$ cat config.mk
export PLATFORM = sky130hd
export DESIGN_NAME = instr_sequencer
export DESIGN_NICKNAME = d
export VERILOG_FILES = /design/src/rtl/instr_sequencer_pkg.sv /design/src/rtl/instr_sequencer_watchdog.sv /design/src/rtl/instr_sequencer.sv
export SDC_FILE = /design/constraint.sdc
export NUM_CORES = 1
export LEC_CHECK = 0
export CORE_ASPECT_RATIO = 0.8
export CORE_MARGIN = 1.5
export CORE_UTILIZATION = 43
export CTS_CLUSTER_DIAMETER = 200
export DETAILED_ROUTE_END_ITERATION = 8
export GPL_TIMING_DRIVEN = 0
export PLACE_DENSITY = 0.75
export SETUP_SLACK_MARGIN = 0.15
export SYNTH_ARGS = -nofsm -noshare
export SYNTH_HDL_FRONTEND = slang
export SYNTH_SLANG_ARGS = --single-unit
$ cat constraint.sdc
create_clock -name clk -period 1.6 [get_ports clk]
set_input_delay 0.32 -clock clk [delete_from_list [all_inputs] [get_ports clk]]
set_output_delay 0.32 -clock clk [all_outputs]
set_load 0.03 [all_outputs]
$ cat src/rtl/instr_sequencer_pkg.sv
// Shared opcode, bus destination and FSM state encodings
// for the crypto instruction sequencer.
package instr_sequencer_pkg;

  localparam logic [1:0] OP_AES_ENC = 2'b00;
  localparam logic [1:0] OP_AES_DEC = 2'b01;
  localparam logic [1:0] OP_SHA     = 2'b10;
  localparam logic [1:0] OP_RSVD    = 2'b11;

  localparam logic [1:0] DEST_KEY = 2'b00;
  localparam logic [1:0] DEST_TXT = 2'b01;
  localparam logic [1:0] DEST_WB  = 2'b10;

  typedef enum logic [3:0] {
    S_IDLE     = 4'd0,
    S_KEY_REQ  = 4'd1,
    S_KEY_WAIT = 4'd2,
    S_TXT_REQ  = 4'd3,
    S_TXT_WAIT = 4'd4,
    S_START    = 4'd5,
    S_RUN      = 4'd6,
    S_WB_REQ   = 4'd7,
    S_WB_WAIT  = 4'd8
  } state_e;

  // States guarded by the watchdog
  function automatic logic is_wait(input state_e s);
    return (s == S_KEY_WAIT) || (s == S_TXT_WAIT) ||
           (s == S_RUN)      || (s == S_WB_WAIT);
  endfunction

endpackage

$ cat src/rtl/instr_sequencer_watchdog.sv
// Saturating watchdog counter for sequencer wait states.
// Ports: clk, rst, i_clear, i_enable -> o_expired.
module seq_watchdog #(
  parameter int W = 8
) (
  input  logic clk,
  input  logic rst,
  input  logic i_clear,
  input  logic i_enable,
  output logic o_expired
);

  localparam logic [W-1:0] MAX  = '1;
  localparam logic [W-1:0] LAST = MAX - W'(1);

  logic [W-1:0] r_cnt;

  always_ff @(posedge clk) begin
    if (rst || i_clear) begin
      r_cnt <= '0;
    end else if (i_enable && (r_cnt != MAX)) begin
      r_cnt <= r_cnt + W'(1);
    end
  end

  // Flags the cycle whose edge brings the count to all-ones
  assign o_expired = i_enable &&
                     ((r_cnt == LAST) || (r_cnt == MAX));

endmodule

$ cat src/rtl/instr_sequencer.sv
// Sequences key/text fetch, core run and writeback per instruction.
// Ports: in_* handshake, bus_* commands, core_* control, busy, err_*.
module instr_sequencer
  import instr_sequencer_pkg::*;
#(
  parameter int ADDRW   = 8,
  parameter int OPCODEW = 2,
  parameter int TMO_W   = 8
) (
  input  logic               clk,
  input  logic               rst,
  input  logic               in_valid,
  output logic               in_ready,
  input  logic [OPCODEW-1:0] in_opcode,
  input  logic [ADDRW-1:0]   in_key_addr,
  input  logic [ADDRW-1:0]   in_text_addr,
  output logic               bus_valid,
  input  logic               bus_ready,
  output logic [ADDRW-1:0]   bus_addr,
  output logic [1:0]         bus_dest,
  input  logic               bus_done,
  output logic               core_start,
  output logic [OPCODEW-1:0] core_mode,
  input  logic               core_done,
  output logic               busy,
  output logic               err_opcode,
  output logic               err_timeout
);

  state_e             r_state;
  logic [OPCODEW-1:0] r_opcode;
  logic [ADDRW-1:0]   r_key;
  logic [ADDRW-1:0]   r_text;
  logic               r_err_op;
  logic               r_err_tmo;

  logic w_wait;
  logic w_expired;
  logic w_accept;

  assign w_wait   = is_wait(r_state);
  assign w_accept = in_valid && in_ready;

  // No wait state transitions straight into another,
  // so holding the count clear outside them clears it on entry
  seq_watchdog #(.W(TMO_W)) u_wdog (
    .clk       (clk),
    .rst       (rst),
    .i_clear   (!w_wait),
    .i_enable  (w_wait),
    .o_expired (w_expired)
  );

  always_ff @(posedge clk) begin
    if (rst) begin
      r_state   <= S_IDLE;
      r_opcode  <= '0;
      r_key     <= '0;
      r_text    <= '0;
      r_err_op  <= 1'b0;
      r_err_tmo <= 1'b0;
    end else begin
      r_err_op  <= 1'b0;
      r_err_tmo <= 1'b0;
      unique case (r_state)
        S_IDLE: begin
          if (w_accept) begin
            r_opcode <= in_opcode;
            r_key    <= in_key_addr;
            r_text   <= in_text_addr;
            unique case (in_opcode)
              OPCODEW'(OP_AES_ENC),
              OPCODEW'(OP_AES_DEC): r_state  <= S_KEY_REQ;
              OPCODEW'(OP_SHA):     r_state  <= S_TXT_REQ;
              default:              r_err_op <= 1'b1;
            endcase
          end
        end
        S_KEY_REQ: begin
          if (bus_ready) r_state <= S_KEY_WAIT;
        end
        S_KEY_WAIT: begin
          if (bus_done) begin
            r_state <= S_TXT_REQ;
          end else if (w_expired) begin
            r_state   <= S_IDLE;
            r_err_tmo <= 1'b1;
          end
        end
        S_TXT_REQ: begin
          if (bus_ready) r_state <= S_TXT_WAIT;
        end
        S_TXT_WAIT: begin
          if (bus_done) begin
            r_state <= S_START;
          end else if (w_expired) begin
            r_state   <= S_IDLE;
            r_err_tmo <= 1'b1;
          end
        end
        S_START: begin
          r_state <= S_RUN;
        end
        S_RUN: begin
          if (core_done) begin
            r_state <= S_WB_REQ;
          end else if (w_expired) begin
            r_state   <= S_IDLE;
            r_err_tmo <= 1'b1;
          end
        end
        S_WB_REQ: begin
          if (bus_ready) r_state <= S_WB_WAIT;
        end
        S_WB_WAIT: begin
          if (bus_done) begin
            r_state <= S_IDLE;
          end else if (w_expired) begin
            r_state   <= S_IDLE;
            r_err_tmo <= 1'b1;
          end
        end
        default: r_state <= S_IDLE;
      endcase
    end
  end

  always_comb begin
    bus_valid = 1'b0;
    bus_addr  = '0;
    bus_dest  = DEST_KEY;
    unique case (r_state)
      S_KEY_REQ: begin
        bus_valid = 1'b1;
        bus_addr  = r_key;
        bus_dest  = DEST_KEY;
      end
      S_TXT_REQ: begin
        bus_valid = 1'b1;
        bus_addr  = r_text;
        bus_dest  = DEST_TXT;
      end
      S_WB_REQ: begin
        bus_valid = 1'b1;
        bus_addr  = r_text;
        bus_dest  = DEST_WB;
      end
      default: ;
    endcase
  end

  // Gated by rst so nothing is offered while reset is held
  assign in_ready    = (r_state == S_IDLE) && !rst;
  assign busy        = (r_state != S_IDLE);
  assign core_start  = (r_state == S_START);
  assign core_mode   = r_opcode;
  assign err_opcode  = r_err_op;
  assign err_timeout = r_err_tmo;

endmodule
==> results by group <==
Die
  • Standard-cell rows: 19
  • Die extent in y: 57.50 µm
  • Die Footprint: 0.004090 mm²
  • DIE WIDTH: roughly 71 µm
  • IO Pins: 42
  • Initial core utilization: between 40% and 50%
  • Core box area: 0.003495 mm²

Clock network
  • CTS Hold Bufs: 0
  • Root Driver: clkbuf_8
  • CTS Buffer Depth: 2
  • Clock slew at the register clock pins of the worst setup and hold paths: about 0.07 ns
  • CTS buffer count: 5
  • Skew-Pair Late Insertion Delay: around 0.29 ns
  • CTS H-tree depth: 2
  • Clock Sinks: 32
  • TritonCTS clock tree: yes

Min path
  • Worst min path class: reg2reg
  • Worst Hold Depth: 2
  • Hold path start: core_mode[1]
  • Worst Hold Path EP: core_mode[1]

GRT
  • M3 GR Usage: 5.477%
  • Global-route wire length before repair: 7376 µm
  • Global-route met2 utilization: 36.98%
  • Antenna violations before repair: 0
  • GR peak layer: met2
  • Vias in the first global route: 1488
  • Met1 Use GR: approximately 31%
  • Total grt overflow: 0
  • Total track usage: roughly a quarter
  • Largest net degree at the start of global routing: 11

Worst setup path
  • Worst-path maximum fanout: 5
  • Max stage delay cell, worst path: dfxtp_4
  • R2R setup slack: -0.21 ns
  • FF-to-FF End: r_key[0]
  • Worst EP arrival: 1.56 ns
  • CP Cell Sequence: buf_8 -> and3b_2 -> buf_8 -> a22o_4 -> buf_6
  • Crit Path Category: reg2out
  • Critical Path RT: 1.28 ns
  • Worst Setup End Kind: output port
  • Crit path top cell by count: buf_8
  • R2R Path Start: r_state[3]
  • Startpoint class of the critical path: flip-flop
  • Crit-path max cell delay: 0.36 ns
  • Worst Reg-to-Reg Cells: 8

Routing
  • DR vias: roughly 1700
  • Wire per inst: 17.21 µm
  • Drt drc: 0
  • Iteration count of the initial detailed-routing pass: 4
  • Vias per cell: 5.677
  • ANT nets after route: 0
  • Detailed-route wire length: 5163 µm
  • DRT iter0 DRCs: roughly 100

Synth
  • Synth top area share: 40.13%
  • Post-synthesis cell area: 0.001597 mm²
  • Post-synth EDFFs: 0
  • Syn_nets: 214
  • Most frequent cell after synthesis: dfxtp_1
  • Gate Count Post-Synth: 188
  • Sequential share of the synthesized area: 40.13%
  • Mean Syn Cell Area: 8.492 µm²
  • FFs w/ async S/R, synth: 0%
  • Synth Warn #: 0
  • Synth top area cells: dfxtp_1 (40%), nand2b_1 (8.2%), o21ai_0 (6.3%), a22o_1 (5.5%), nand2_1 (5.4%)
  • Register bit total from synthesis: 32
  • Top_reg_cell synth: dfxtp_1
  • Yosys cell types: 42
  • Commonest cells post-synth: dfxtp_1 (32), nand2_1 (23), nand2b_1 (21), o21ai_0 (20), nor2_1 (11)
  • Post-synth top area cell: dfxtp_1

STA
  • Final hold vios: 0
  • Final worst-path cycle share: 117.7%
  • Clock Skews: a little over 0.008 ns
  • Final min period: 1.883 ns
  • Worst-Margin Slew: 0.4471 ns
  • Worst slew margin: 70.12%
  • Setup violations, final: 46
  • Worst hold margin: just under 0.5 ns
  • Fin. max-slew vios: 0
  • Final setup margin: -0.2832 ns
  • Fmax: 0.5310 GHz
  • RSZ-0062 raised after global routing: true

Flow run
  • Max-cap violations: 0

Place
  • IO Port Bufs: between 40 and 50
  • Detail Placement HPWL: 2680 µm
  • Final GP Congestion: roughly 0.84
  • Placed Area: 0.002175 mm²
  • Placed Cells: 271

Final layout
  • Post-route insts no fill: 300
  • Antenna diodes: 0
  • Nets: between 200 and 300
  • Syn-to-layout area delta: 75.31%
  • Share of cells above drive strength 1: 41.09%
  • Design Area, Final: 0.002799 mm²

Outcome
  • Status: finished with violations
  • Failing checks: setup timing

Pwr
  • Power Total: 2.786 mW
  • Leakage dissipation: 1.191 nW
  • PD cells: 995.4 mW/mm²
  • Peak supply drop: approximately 0.00052 V
[metrics by stage]
| step | setup slack [ns] | utilization, % | setup TNS, ns |
|---|---|---|---|
| after CTS | -0.2742 | 72.40 | -6.345 |
| after global routing | -0.3087 | 80.09 | -9.798 |
| after detailed placement | -0.8502 | 62.23 | -16.20 |
| final | -0.2832 | 80.09 | -7.948 |
| after floorplan | -0.09410 | - | -1.081 |
| after global placement | -0.8397 | 62.23 | -16.05 |
[worst max-delay path by stage]
| stage | startpoint | to | slack (ns) | depth (start not counted) |
|---|---|---|---|---|
| after detailed placement | r_state[3] | bus_valid | -0.85 | 4 |
| after floorplan | r_state[3] | core_mode[0] | -0.09 | 5 |
| after CTS | r_state[0] | bus_addr[6] | -0.27 | 5 |
| after global routing | r_state[0] | bus_addr[6] | -0.31 | 5 |
| after global placement | r_state[3] | bus_valid | -0.84 | 4 |
| final | r_state[0] | bus_addr[6] | -0.28 | 5 |
[logic make-up (layout without fill, tap and decap cells)]
group                    after synthesis  after routing  synth area share [%]
multiplexers                           2              2                 1.254
flip-flops                            32             32                 40.13
AND/OR/NAND/NOR                       83             83                 29.08
XOR/XNOR                               5              5                 2.743
AO/OA/AOI/OAI                         48             48                 19.91
buffers and inverters                 16             86                 5.328
adder cells (fa/ha/maj)                2              2                 1.567
[final cells by class]
type / count / area (µm²)
tap: 42 / 52.55
clock buffer: 8 / 90.09
multi-input combinational: 140 / 1121
timing repair buffer: 62 / 714.4
buffer: 12 / 155.1
inverter: 4 / 15.01
sequential: 32 / 650.6
fill: 194 / 695.7
[critical path: cells and delay by family (launching register included)]
| family | cells | cell delay, ns |
|---|---|---|
| DFF | 1 | 0.36 |
| buffers and inverters | 3 | 0.40 |
| and+or+nand+nor | 1 | 0.26 |
| AOI/OAI and AO/OA | 1 | 0.24 |
[cell usage in the layout, fill, tap and decap left out, types with 3 or more instances in the layout]
| cell | netlist | layout |
|---|---|---|
| dfxtp_1 | 32 | 28 |
| buf_6 | 2 | 22 |
| nand2b_1 | 21 | 21 |
| clkdlybuf4s50_1 | 0 | 21 |
| buf_8 | 0 | 10 |
| nand2_2 | 0 | 10 |
| o21ai_2 | 0 | 9 |
| nor2_1 | 11 | 9 |
| nand2_1 | 23 | 9 |
| a22o_4 | 0 | 8 |
| o21ai_1 | 1 | 8 |
| buf_4 | 2 | 7 |
| clkbuf_8 | 0 | 6 |
| inv_1 | 4 | 4 |
| nand2_4 | 0 | 4 |
| nor3_1 | 4 | 4 |
| o21ai_0 | 20 | 4 |
| dlygate4sd2_1 | 0 | 4 |
| nand3_1 | 3 | 3 |
| clkbuf_1 | 6 | 3 |
| a21oi_1 | 5 | 3 |
| xnor2_1 | 3 | 3 |
| buf_12 | 0 | 3 |
[sequential cells by signal (all words and copies together), names as in the netlist]
register / flops
r_text: 8
r_key: 8
r_state: 4
core_mode: 2
err_timeout: 1
err_opcode: 1
u_wdog.r_cnt: 8
[power breakdown]
group	leakage [nW]	internal (mW)	switching, mW
sequential	0.264	0.883	0.0724
combinational	0.882	0.638	0.547
clock	0.0455	0.350	0.295
total	1.19	1.87	0.914
[metal layers]
| layer | vias up | wire length (µm) |
|---|---|---|
| met5 | - | 0 |
| met4 | 0 | 218 |
| met3 | 23 | 326 |
| met2 | 79 | 2301 |
| met1 | 798 | 2316 |
| li1 | 803 | - |
[repair_timing]
item / 4_1_cts / 5_1_grt
endpoints found under the setup margin: 50 / 46
buffers inserted: 7 / 10
gates cloned: 3 / 1
pin swaps: 13 / 16
gates resized for setup: 130 / 58
(Power assumes the default switching activity.)
